$ cat src/rtl/flag_pkg.sv
// Shared types and widths for the flag selector.
package flag_pkg;

  localparam int unsigned SEL_W = 8;

  typedef enum logic {
    DB_RELEASED = 1'b0,
    DB_PRESSED  = 1'b1
  } db_state_e;

endpackage : flag_pkg

$ cat src/rtl/btn_debounce.sv
// Button conditioner: 2-FF synchroniser, frame-rate debounce FSM and a
// combinational press strobe that is valid on the deciding frame_start cycle.
module btn_debounce
  import flag_pkg::*;
#(
  parameter int unsigned DEBOUNCE_FRAMES = 3
) (
  input  logic clk,
  input  logic rst_n,
  input  logic frame_start_i,
  input  logic btn_i,
  output logic press_c_o
);

  localparam int unsigned CNT_W = (DEBOUNCE_FRAMES < 2) ? 1 : $clog2(DEBOUNCE_FRAMES);
  localparam logic [CNT_W-1:0] CNT_LAST = CNT_W'(DEBOUNCE_FRAMES - 1);

  logic [1:0]       sync_q;
  logic             btn_s;
  db_state_e        state_q, state_d;
  logic [CNT_W-1:0] cnt_q, cnt_d;

  // Two-flop synchroniser for the raw asynchronous button.
  always_ff @(posedge clk or negedge rst_n) begin
    if (!rst_n) begin
      sync_q <= 2'b00;
    end else begin
      sync_q <= {sync_q[0], btn_i};
    end
  end

  assign btn_s = sync_q[1];

  // Debounce state and stable-sample counter registers.
  always_ff @(posedge clk or negedge rst_n) begin
    if (!rst_n) begin
      state_q <= DB_RELEASED;
      cnt_q   <= '0;
    end else begin
      state_q <= state_d;
      cnt_q   <= cnt_d;
    end
  end

  // Next state: count consecutive frame samples opposite to the accepted level.
  always_comb begin
    state_d = state_q;
    cnt_d   = cnt_q;
    if (frame_start_i) begin
      case (state_q)
        DB_RELEASED: begin
          if (btn_s) begin
            if (cnt_q == CNT_LAST) begin
              state_d = DB_PRESSED;
              cnt_d   = '0;
            end else begin
              cnt_d = cnt_q + CNT_W'(1);
            end
          end else begin
            cnt_d = '0;
          end
        end
        DB_PRESSED: begin
          if (!btn_s) begin
            if (cnt_q == CNT_LAST) begin
              state_d = DB_RELEASED;
              cnt_d   = '0;
            end else begin
              cnt_d = cnt_q + CNT_W'(1);
            end
          end else begin
            cnt_d = '0;
          end
        end
        default: begin
          state_d = DB_RELEASED;
          cnt_d   = '0;
        end
      endcase
    end
  end

  // Press strobe on the frame_start cycle that accepts a new press.
  always_comb begin
    press_c_o = 1'b0;
    if (frame_start_i && (state_q == DB_RELEASED) && (state_d == DB_PRESSED)) begin
      press_c_o = 1'b1;
    end
  end

endmodule : btn_debounce

$ cat src/rtl/flag_selector.sv
// Flag index selector: steps on debounced next/prev presses or an
// auto-advance timer, updating only on frame_start so a flag never
// changes mid-frame.
module flag_selector
  import flag_pkg::*;
#(
  parameter int unsigned DEBOUNCE_FRAMES = 3,
  parameter int unsigned AUTO_FRAMES     = 180,
  parameter int unsigned TIMER_W         = 8
) (
  input  logic             clk,
  input  logic             rst_n,
  input  logic             frame_start,
  input  logic             btn_next,
  input  logic             btn_prev,
  input  logic             auto_en,
  input  logic [SEL_W-1:0] count,
  output logic [SEL_W-1:0] selector,
  output logic             changed
);

  localparam logic [TIMER_W-1:0] TIMER_LAST = TIMER_W'(AUTO_FRAMES - 1);

  logic               next_c, prev_c;
  logic [SEL_W-1:0]   sel_q, sel_d;
  logic               changed_q, changed_d;
  logic [TIMER_W-1:0] timer_q, timer_d;
  logic [SEL_W-1:0]   last_idx;
  logic [SEL_W-1:0]   sel_inc, sel_dec;
  logic               timer_due;
  logic               step_taken;

  btn_debounce #(.DEBOUNCE_FRAMES(DEBOUNCE_FRAMES)) u_db_next (
    .clk           (clk),
    .rst_n         (rst_n),
    .frame_start_i (frame_start),
    .btn_i         (btn_next),
    .press_c_o     (next_c)
  );

  btn_debounce #(.DEBOUNCE_FRAMES(DEBOUNCE_FRAMES)) u_db_prev (
    .clk           (clk),
    .rst_n         (rst_n),
    .frame_start_i (frame_start),
    .btn_i         (btn_prev),
    .press_c_o     (prev_c)
  );

  // Wrapping neighbours of the current index; last_idx is only meaningful for count != 0.
  always_comb begin
    last_idx  = (count == '0) ? '0 : (count - SEL_W'(1));
    sel_inc   = (sel_q == last_idx) ? '0 : (sel_q + SEL_W'(1));
    sel_dec   = (sel_q == '0) ? last_idx : (sel_q - SEL_W'(1));
    timer_due = (timer_q == TIMER_LAST);
  end

  // Step priority, auto timer update and change detect, all gated by frame_start.
  always_comb begin
    sel_d      = sel_q;
    timer_d    = timer_q;
    step_taken = 1'b0;
    if (frame_start) begin
      if (count == '0) begin
        sel_d = '0;
      end else if (sel_q >= count) begin
        sel_d = '0;
      end else if (next_c && !prev_c) begin
        sel_d      = sel_inc;
        step_taken = 1'b1;
      end else if (prev_c && !next_c) begin
        sel_d      = sel_dec;
        step_taken = 1'b1;
      end else if (!next_c && !prev_c && auto_en && timer_due) begin
        sel_d      = sel_inc;
        step_taken = 1'b1;
      end
      // A pre-empted auto step also restarts the period, keeping the timer in range.
      if (step_taken || timer_due) begin
        timer_d = '0;
      end else begin
        timer_d = timer_q + TIMER_W'(1);
      end
    end
    if (!auto_en) begin
      timer_d = '0;
    end
    changed_d = frame_start && (sel_d != sel_q);
  end

  // Selector, change pulse and auto timer registers.
  always_ff @(posedge clk or negedge rst_n) begin
    if (!rst_n) begin
      sel_q     <= '0;
      changed_q <= 1'b0;
      timer_q   <= '0;
    end else begin
      sel_q     <= sel_d;
      changed_q <= changed_d;
      timer_q   <= timer_d;
    end
  end

  assign selector = sel_q;
  assign changed  = changed_q;

endmodule : flag_selector

$ cat config.mk
export PLATFORM = sky130hd
export DESIGN_NAME = flag_selector
export DESIGN_NICKNAME = d
export VERILOG_FILES = /design/src/rtl/flag_pkg.sv /design/src/rtl/btn_debounce.sv /design/src/rtl/flag_selector.sv
export SDC_FILE = /design/constraint.sdc
export NUM_CORES = 1
export LEC_CHECK = 0
export ABC_AREA = 1
export CAP_MARGIN = 25
export CORE_MARGIN = 5
export CORE_UTILIZATION = 50
export CTS_CLUSTER_DIAMETER = 120
export DETAILED_ROUTE_END_ITERATION = 16
export PLACE_DENSITY_LB_ADDON = 0.12
export SLEW_MARGIN = 20
export SYNTH_ARGS = -nofsm -noshare
export SYNTH_HDL_FRONTEND = slang
export SYNTH_HIERARCHICAL = 1
export SYNTH_SLANG_ARGS = --single-unit
export TNS_END_PERCENT = 5
$ cat constraint.sdc
create_clock -name clk -period 2.82 [get_ports clk]
set_input_delay 0.564 -clock clk [delete_from_list [all_inputs] [get_ports clk]]
set_output_delay 0.564 -clock clk [all_outputs]
set_load 0.1 [all_outputs]
==> qor.yml, run 1 <==
route:
  num_vias: 2904
  route.detailed.drc: 0
  routedWlPerCell_um: 13.0
  final_antenna_net_count: 0
  drtIter0Drc: 193
  first_pass_iters: 6
  routed_wl_um: 7260
  viasPerCell: 5.21
synth:
  synth-edff-count: 0
  synth.area.top_cells: "dfrtp_1, nand2_1, inv_1, ha_1, nand3_1"
  ys_ff_latch: 27
  ys_seq_area_share_pct: 26.1
  synth_cells: 407
  netlist_top_cells_count: "nand2_1, inv_1, nand3_1"
  netlist.area_leader.share_pct: 26.1
  synthFlopType: "dfrtp_1"
  synth_async_sr_flop_share_pct: 100
  netlist_area_um2: 2580
  yosysTopAreaCell: "dfrtp_1"
  yosys_warnings: 6
  ys_types: 31
  yosysMostFrequentCell: "nand2_1"
  syn_area_per_cell_um2: 6.35
  synth_nets: 435
cts:
  htreeDepth: 1
  clkSinkCount: 27
  clock-root-buffer: "clkbuf_8"
  holdBufCountCts: 0
  clk_latency_ns: 0.28
  tritoncts.num_buffers: 3
  clockBufferDepth: 2
  path_clk_slew_ns: 0.09
  cts_tree: "built"
setup_path:
  crit_type: "in2reg"
  crit-reg2reg-launch: "selector[1]"
  worstPathCellList: "clkdlybuf4s50_1, inv_2, ha_2, inv_1, buf_4, nand3_1, nand2_1, inv_1, nand2_2, nor2_4, nand3_4, nand2_2, nand2_1, nand2_1, nand2_1, nand2_2, nand2_2, nand2_1, nand2_1, nor2_1, nand3_1"
  cpPeakStageDelay_ns: 0.50
  cp.required_ns: 2.99
  slowest_stage: "clkdlybuf4s50_1"
  r2r_slack_ns: 0.33
  crit_path_end_kind: "flip-flop"
  r2r-end: "changed"
  start_kind: "primary input"
  crit_fanout: 7
  timing.critical_path.mode_cell: "nand2_1"
  rr_worst_depth: 16
  arrival_ns: 2.83
grt:
  grt_overflow: 0
  antenna_found_initial: 0
  grt_usage_pct: 22.7
  grt_max_degree: 28
  grt_pass1_vias: 2690
  grt_pass1_wl_um: 11900
pwr:
  p_total_mw: 2.26
  vdd_drop_max_v: 0.000389
  power_density_nw_per_um2: 656
  p_leak_nw: 1.82
placed_design:
  routabilityCongestion: 0.947
  port_buffers: 22
  dp_hpwl_um: 5820
  place_ws_ns: -0.346
outcome:
  status: "finished clean"
sta:
  finalClockSkew_ns: 0.00673
  setup_viol: 0
  hold_viol_final: 0
  period_share_pct: 94.5
  maxSlewHeadroom_pct: 66.7
  timing.fmax_mhz: 375
  min_period_ns: 2.67
  setup_slack_ns: 0.155
  worst_pin_slew_ns: 0.496
  slew_violations: 0
final_layout:
  layout-drive-gt1-share_pct: 25.7
  final_nets: 516
  fin_util_pct: 67.9
  n_antenna_cell: 0
  area_delta_synth_final_pct: 33.3
floorplanning:
  die_area_um2: 6710
  die_x_um: 81.9
  io-pin-count: 23
  rows: 26
  core_um2: 5070
  initial_utilization_pct: 50.9
  fp.dieH_um: 81.9
hold_path:
  holdPathStages: 0
  hold_end: "u_db_next/sync_q[1]"
  hp-class: "reg2reg"
  hp-start: "u_db_next/sync_q[0]"
flow_run:
  maxCapViolCount: 0
cell families (layout without fill, tap and decap cells):
family | count (synthesis) | count (layout) | synth area share, %
xor+xnor | 8 | 8 | 2.71
fa+ha+maj | 14 | 14 | 6.78
buf+inv | 65 | 144 | 9.78
simple gates | 226 | 227 | 40.4
compound gates | 67 | 67 | 14.2
flops | 27 | 27 | 26.1
metal layers:
metal / GRT usage (%) / share of wire [%] / routed length [µm]
met5: 0 / 0 / 0
met4: 8.97 / 2.2 / 157
met3: 2.08 / 5.0 / 363
met1: 29.4 / 45 / 3270
met2: 38.6 / 48 / 3480
state kept, by name (all words and copies together) (netlist names):
| register | count |
|---|---|
| selector | 8 |
| timer_q | 8 |
| u_db_next/cnt_q | 2 |
| u_db_next/sync_q | 2 |
| u_db_prev/cnt_q | 2 |
| u_db_prev/sync_q | 2 |
| changed | 1 |
| u_db_next/state_q | 1 |
| u_db_prev/state_q | 1 |
area by class of cell:
type	count	area, µm²
Fill cell	482	1630
Sequential cell	27	677
Clock buffer	3	41.3
Inverter	58	220
Timing Repair Buffer	82	653
Clock inverter	1	5.00
Tap cell	70	87.6
Multi-Input combinational cell	316	1760
cell usage in the layout (no fill, tap or decap), drive strengths merged:
cell type	netlist	layout
nor3	7	7
o41ai	1	1
clkdlybuf4s50	0	11
a31o	1	1
nand2	123	124
a22oi	1	1
o21ai	29	29
nand3	41	41
dfrtp	27	27
a21boi	4	4
ha	14	14
clkinv	0	1
a31oi	2	2
o211ai	2	2
o22ai	4	4
nand4	13	13
dlymetal6s2s	0	2
or2	1	1
inv	58	58
buf	2	69
xor2	8	8
nor2	41	41
clkbuf	5	3
a21oi	23	23
worst max-delay path by stage:
stage / from / endpoint / slack (ns) / cells past startpoint
after CTS: count[0] / changed / 0.02 / 21
after global placement: count[0] / changed / -0.28 / 20
after detailed placement: count[0] / changed / -0.35 / 20
after global routing: count[7] / changed / -0.003 / 16
final: count[0] / changed / 0.15 / 21
after floorplan: selector[1] / changed / 0.09 / 14
worst max-delay path: cells and delay by family:
kind	cells	cell delay, ns
fa+ha+maj	1	0.31
buf+inv	5	0.82
simple gates	15	1.14
report_power, final:
group | internal, mW | switching (mW) | total, mW
Sequential | 0.464 | 0.102 | 0.567
Combinational | 0.505 | 0.968 | 1.47
Clock | 0.0993 | 0.123 | 0.222
stage by stage:
stage | std cells | instance area [µm²] | TNS [ns] | hold slack [ns]
detailed placement | 551 | 3280 | -1.08 | 0.336
finish | 557 | 3450 | 0 | 0.357
floorplan | 407 | 2590 | 0 | 0.268
global placement | 551 | 3280 | -0.681 | 0.331
CTS | 555 | 3330 | 0 | 0.357
global route | 557 | 3450 | -0.00336 | 0.374
repair_timing:
item,4_1_cts,5_1_grt
endpoints found under the hold margin,0,0
setup endpoints to repair,1,2
pin swaps,0,9
resized for setup,1,33
cloned,0,1
setup buffers,0,1
(Power assumes the default switching activity.)
==> run 2: changes to the inputs <==
--- a/config.mk
+++ b/config.mk
@@ -11,6 +11,7 @@
 export CORE_UTILIZATION = 50
 export CTS_CLUSTER_DIAMETER = 120
 export DETAILED_ROUTE_END_ITERATION = 16
+export GPL_TIMING_DRIVEN = 0
 export PLACE_DENSITY_LB_ADDON = 0.12
 export SLEW_MARGIN = 20
 export SYNTH_ARGS = -nofsm -noshare
==> run 2 against run 1 <==
Against the previous run:
- die area unchanged
- via count shrank 3.8%
- clock power up 5%
- register-to-register slack worse by 0.03 ns
- fmax grew 0.56%
- critical path type unchanged
==> qor.yml, run 2 (synthesis gave the netlist of run 1 again) <==
cts:
  clk_latency_ns: 0.28
  clkSinkCount: 27
  tritoncts.num_buffers: 3
  cts_tree: "built"
  htreeDepth: 1
  clock-root-buffer: "clkbuf_8"
  path_clk_slew_ns: 0.10
  clockBufferDepth: 2
route:
  final_antenna_net_count: 0
  routedWlPerCell_um: 13.7
  first_pass_iters: 5
  route.detailed.drc: 0
  drtIter0Drc: 228
  viasPerCell: 5.49
  routed_wl_um: 6990
  num_vias: 2795
pwr:
  p_int_mw: 0.975
  p_leak_nw: 1.59
  p_sw_share_pct: 54.3
  p_comb_share_pct: 63.7
  vdd_drop_max_v: 0.000316
  p_clk_share_pct: 10.9
  p_sw_mw: 1.16
  pwr-share-seq_pct: 25.4
  power_density_nw_per_um2: 698
  p_total_mw: 2.14
grt:
  grt_max_degree: 28
  antenna_found_initial: 0
  grt_overflow: 0
  grt_pass1_wl_um: 11400
  grt_usage_pct: 21.7
  grt_pass1_vias: 2556
outcome:
  status: "finished clean"
sta:
  period_share_pct: 94.0
  finalClockSkew_ns: 0.00216
  min_period_ns: 2.65
  timing.fmax_mhz: 377
  setup_viol: 0
  rsz0062_at_grt: "false"
  slew_violations: 0
  worst_pin_slew_ns: 0.979
  hold_viol_final: 0
  maxSlewHeadroom_pct: 34.5
placed_design:
  dp_hpwl_um: 5230
  port_buffers: 22
  placed_cells: 499
  routabilityCongestion: 0.881
  place_area_um2: 2890
final_layout:
  multi_input_area_um2: 1720
  finalInstanceArea_um2: 3060
  fill_cells: 487
  fin_util_pct: 60.3
  fin_cells: 509
  seqCellArea_um2: 677
  n_antenna_cell: 0
  layout-drive-gt1-share_pct: 12.8
  final_cell_mix: "nand2_1, inv_1, nand3_1, nor2_1, dfrtp_1"
  area_delta_synth_final_pct: 18.3
  final_common_cell: "nand2_1"
  final_nets: 468
floorplanning:
  die_area_um2: 6710
  core_um2: 5070
  io-pin-count: 23
  rows: 26
  initial_utilization_pct: 50.9
  fp.dieH_um: 81.9
  die_x_um: 81.9
flow_run:
  maxCapViolCount: 0
setup_path:
  crit_type: "in2reg"
  arrival_ns: 2.81
  crit_fanout: 6
  crit_start: "count[7]"
  start_kind: "primary input"
  crit-reg2reg-launch: "selector[0]"
  crit_path_end_kind: "flip-flop"
  cp.required_ns: 2.98
hold_path:
  hp-class: "in2async"
[run 2: through the flow]
| stage | setup WS, ns | setup TNS [ns] | hold slack, ns |
|---|---|---|---|
| after floorplan | 0.0920 | 0 | 0.268 |
| after CTS | 0.0279 | 0 | 0.306 |
| after global placement | -0.641 | -5.90 | 0.334 |
| after global routing | 0.00834 | 0 | 0.321 |
| after detailed placement | -0.718 | -6.66 | 0.335 |
| final | 0.169 | 0 | 0.276 |
[run 2: worst paths after layout]
check	end	slack [ns]	cells after the start
min	selector[1]	0.28	1
max in group asynchronous	selector[0]	2.12	1
min reg2reg	u_db_next/sync_q[1]	0.36	0
max reg2reg	changed	0.30	15
min in group clk	u_db_next/sync_q[1]	0.36	0
max	timer_q[0]	0.17	13
[run 2: area by class of cell]
cell class	count	share of cell area [%]
Buffer	7	1.19
Sequential cell	27	22.1
Clock inverter	1	0.245
Multi-Input combinational cell	316	56.4
Clock buffer	3	1.35
Timing Repair Buffer	27	8.75
Inverter	58	7.12
Tap cell	70	2.86
[run 2: repair_timing]
item                                    4_1_cts  5_1_grt
endpoints found under the setup margin       11        2
resized for setup                             8       22
setup buffers                                 2        2
pin swaps                                     0        7
hold buffers                                  0        0
cloned                                        1        1
[run 2: critical path, stage by stage]
cell and delay, ns:
clkdlybuf4s50_1 0.50, inv_1 0.06, ha_1 0.30, a21oi_1 0.13
o21ai_0 0.10, a21oi_1 0.15, nand3_2 0.18, buf_4 0.18
a31o_2 0.20, nand2_1 0.18, inv_1 0.11, nand3_1 0.07
o21ai_0 0.08
[run 2: per-layer routing]
metal	GRT usage [%]	part of all wire (%)	wire length, µm
met1	27.0	43	2990
met2	38.0	48	3370
met3	1.54	5.0	349
met4	9.80	4.1	288
met5	0	0	0
[run 2: power by group through the flow]
stage          clock network [mW]  registers [mW]  logic [mW]
4_1_cts                     0.244           0.543        1.33
3_3_place_gp                    0           0.547        1.30
3_5_place_dp                    0           0.550        1.32
2_1_floorplan                   0           0.790       0.785
6_report                    0.234           0.541        1.36
5_1_grt                     0.257           0.554        1.51
==> run 3: changes to the inputs <==
--- a/config.mk
+++ b/config.mk
@@ -7,12 +7,12 @@
 export LEC_CHECK = 0
 export ABC_AREA = 1
 export CAP_MARGIN = 25
-export CORE_MARGIN = 5
+export CORE_MARGIN = 2
 export CORE_UTILIZATION = 50
-export CTS_CLUSTER_DIAMETER = 120
 export DETAILED_ROUTE_END_ITERATION = 16
 export GPL_TIMING_DRIVEN = 0
 export PLACE_DENSITY_LB_ADDON = 0.12
+export RECOVER_POWER = 25
 export SLEW_MARGIN = 20
 export SYNTH_ARGS = -nofsm -noshare
 export SYNTH_HDL_FRONTEND = slang
==> run 3 against run 2 <==
Against the previous run:
- first-iteration DRC count shrank 19%
- worst hold slack better by 0.082 ns
- largest cell class unchanged
- largest power group unchanged
- sequential share of layout area grew 0.24 points
- cell count fell by 0.20%
- combinational power about the same
- flip-flop and latch count stayed put
- die area fell by 14%
- clock power shrank 5%
==> qor.yml, run 3 (synthesis gave the netlist of run 1 again) <==
outcome:
  status: "finished clean"
final_layout:
  final_common_cell: "nand2_1"
  seqCellArea_um2: 677
  n_antenna_cell: 0
  area_delta_synth_final_pct: 17.1
  final_cell_mix: "nand2_1, inv_1, nand3_1, nor2_1, dfrtp_1"
  layout-drive-gt1-share_pct: 11.2
  fill_cells: 483
  multi_input_area_um2: 1700
  final_nets: 467
cts:
  clock-root-buffer: "clkbuf_8"
  cts_tree: "built"
  tritoncts.num_buffers: 3
  path_clk_slew_ns: 0.10
  clk_latency_ns: 0.27
  htreeDepth: 1
  clockBufferDepth: 2
  clkSinkCount: 27
floorplanning:
  fp.dieH_um: 75.9
  initial_utilization_pct: 51.3
  die_x_um: 75.9
  rows: 26
  io-pin-count: 23
  core_um2: 5040
  die_area_um2: 5760
setup_path:
  crit-reg2reg-launch: "selector[0]"
  cpPeakStageDelay_ns: 0.48
  worstPathCellList: "inv_1, ha_1, nand3_1, nor2_4, inv_2, o211ai_1, o21ai_0, nand2_1, nand3_1, nand3_1, nand2_1, inv_1, nand2_1, nor2_1, nand3_1"
  timing.critical_path.mode_cell: "nand3_1"
  path_buf_inv: 3
  rr_worst_depth: 15
  crit_fanout: 10
  cp-endpoint: "changed"
  crit_path_end_kind: "flip-flop"
  crit_start: "selector[0]"
  r2r-end: "changed"
  crit_family: "simple AND/OR/NAND/NOR gates"
  r2r_slack_ns: 0.22
  start_kind: "flip-flop"
  crit_type: "reg2reg"
  slowest_stage: "dfrtp_2"
  cp.depth: 15
  cp.required_ns: 2.98
  arrival_ns: 2.76
sta:
  setup_viol: 0
  period_share_pct: 92.1
  slew_violations: 0
  rsz0062_at_grt: "false"
  maxSlewHeadroom_pct: 5.29
  hold_viol_final: 0
  tns_ns: 0
  min_period_ns: 2.60
  finalClockSkew_ns: 0.00352
  timing.fmax_mhz: 385
  worst_pin_slew_ns: 1.42
grt:
  grt_max_degree: 28
  antenna_found_initial: 0
  grt_pass1_wl_um: 11200
  grt_usage_pct: 23.1
  grt_overflow: 0
  grt_pass1_vias: 2500
route:
  routedWlPerCell_um: 13.4
  drtIter0Drc: 184
  first_pass_iters: 5
  routed_wl_um: 6790
  viasPerCell: 5.48
  final_antenna_net_count: 0
  route.detailed.drc: 0
  num_vias: 2782
placed_design:
  port_buffers: 22
  routabilityCongestion: 0.922
  dp_hpwl_um: 5110
pwr:
  vdd_drop_max_v: 0.000470
  p_leak_nw: 1.59
  p_total_mw: 2.13
  power_density_nw_per_um2: 702
hold_path:
  hp-start: "u_db_prev/sync_q[0]"
  hp-class: "reg2reg"
flow_run:
  maxCapViolCount: 0
==> run 3: cell types whose count changed in the layout (fill, tap and decap cells not counted), moves of 2 or more <==
cell	before	now
dlygate4sd3_1	0	2
nor2_2	5	3
nand2_2	9	7
a21boi_2	3	1
clkdlybuf4s50_1	13	10
nor2_1	29	31
nand2_1	113	115
a21boi_1	1	3
==> run 3: worst min path at each step <==
stage | to | slack [ns] | depth (start not counted)
2_1_floorplan | changed | 0.27 | 0
3_5_place_dp | u_db_prev/sync_q[1] | 0.34 | 0
6_report | u_db_prev/sync_q[1] | 0.36 | 0
5_1_grt | u_db_prev/sync_q[1] | 0.37 | 0
3_3_place_gp | u_db_prev/sync_q[1] | 0.33 | 0
4_1_cts | selector[4] | 0.31 | 1
==> run 3: cell type report <==
cell class / count / share of cell area, %
sequential: 27 / 22.4
tap: 70 / 2.89
buffer: 7 / 1.20
multi-input combinational: 315 / 56.0
clock buffer: 3 / 1.36
timing repair buffer: 27 / 8.72
clock inverter: 1 / 0.165
inverter: 58 / 7.28
==> run 3: repair_timing <==
action,in CTS,in global routing
setup endpoints to repair,11,2
cloned,1,0
hold buffers,0,0
pin swaps,0,4
buffers inserted,0,4
hold endpoints to repair,0,0
resized for setup,8,18
==> run 3: metrics by stage <==
step	instance area [µm²]	worst slack, ns	hold slack [ns]	std cells	util, %
finish	3030	0.224	0.358	508	60.0
floorplan	2590	0.0920	0.268	407	-
detailed placement	2890	-0.651	0.338	499	57.3
global route	3030	0.0217	0.374	508	60.0
CTS	2960	0.00697	0.314	504	58.7
global placement	2890	-0.595	0.334	499	57.4
==> run 3: power by group <==
| group | switching [mW] | internal (mW) |
|---|---|---|
| registers | 0.0815 | 0.465 |
| logic | 0.950 | 0.408 |
| clock network | 0.123 | 0.0990 |
==> run 3: layer usage <==
layer	GRT usage [%]	up-vias	part of all wire [%]
met3	2.26	16	4.3
met4	6.73	0	2.1
met2	40.6	94	49
li1	-	1401	-
met1	30.2	1271	45
met5	0	-	0
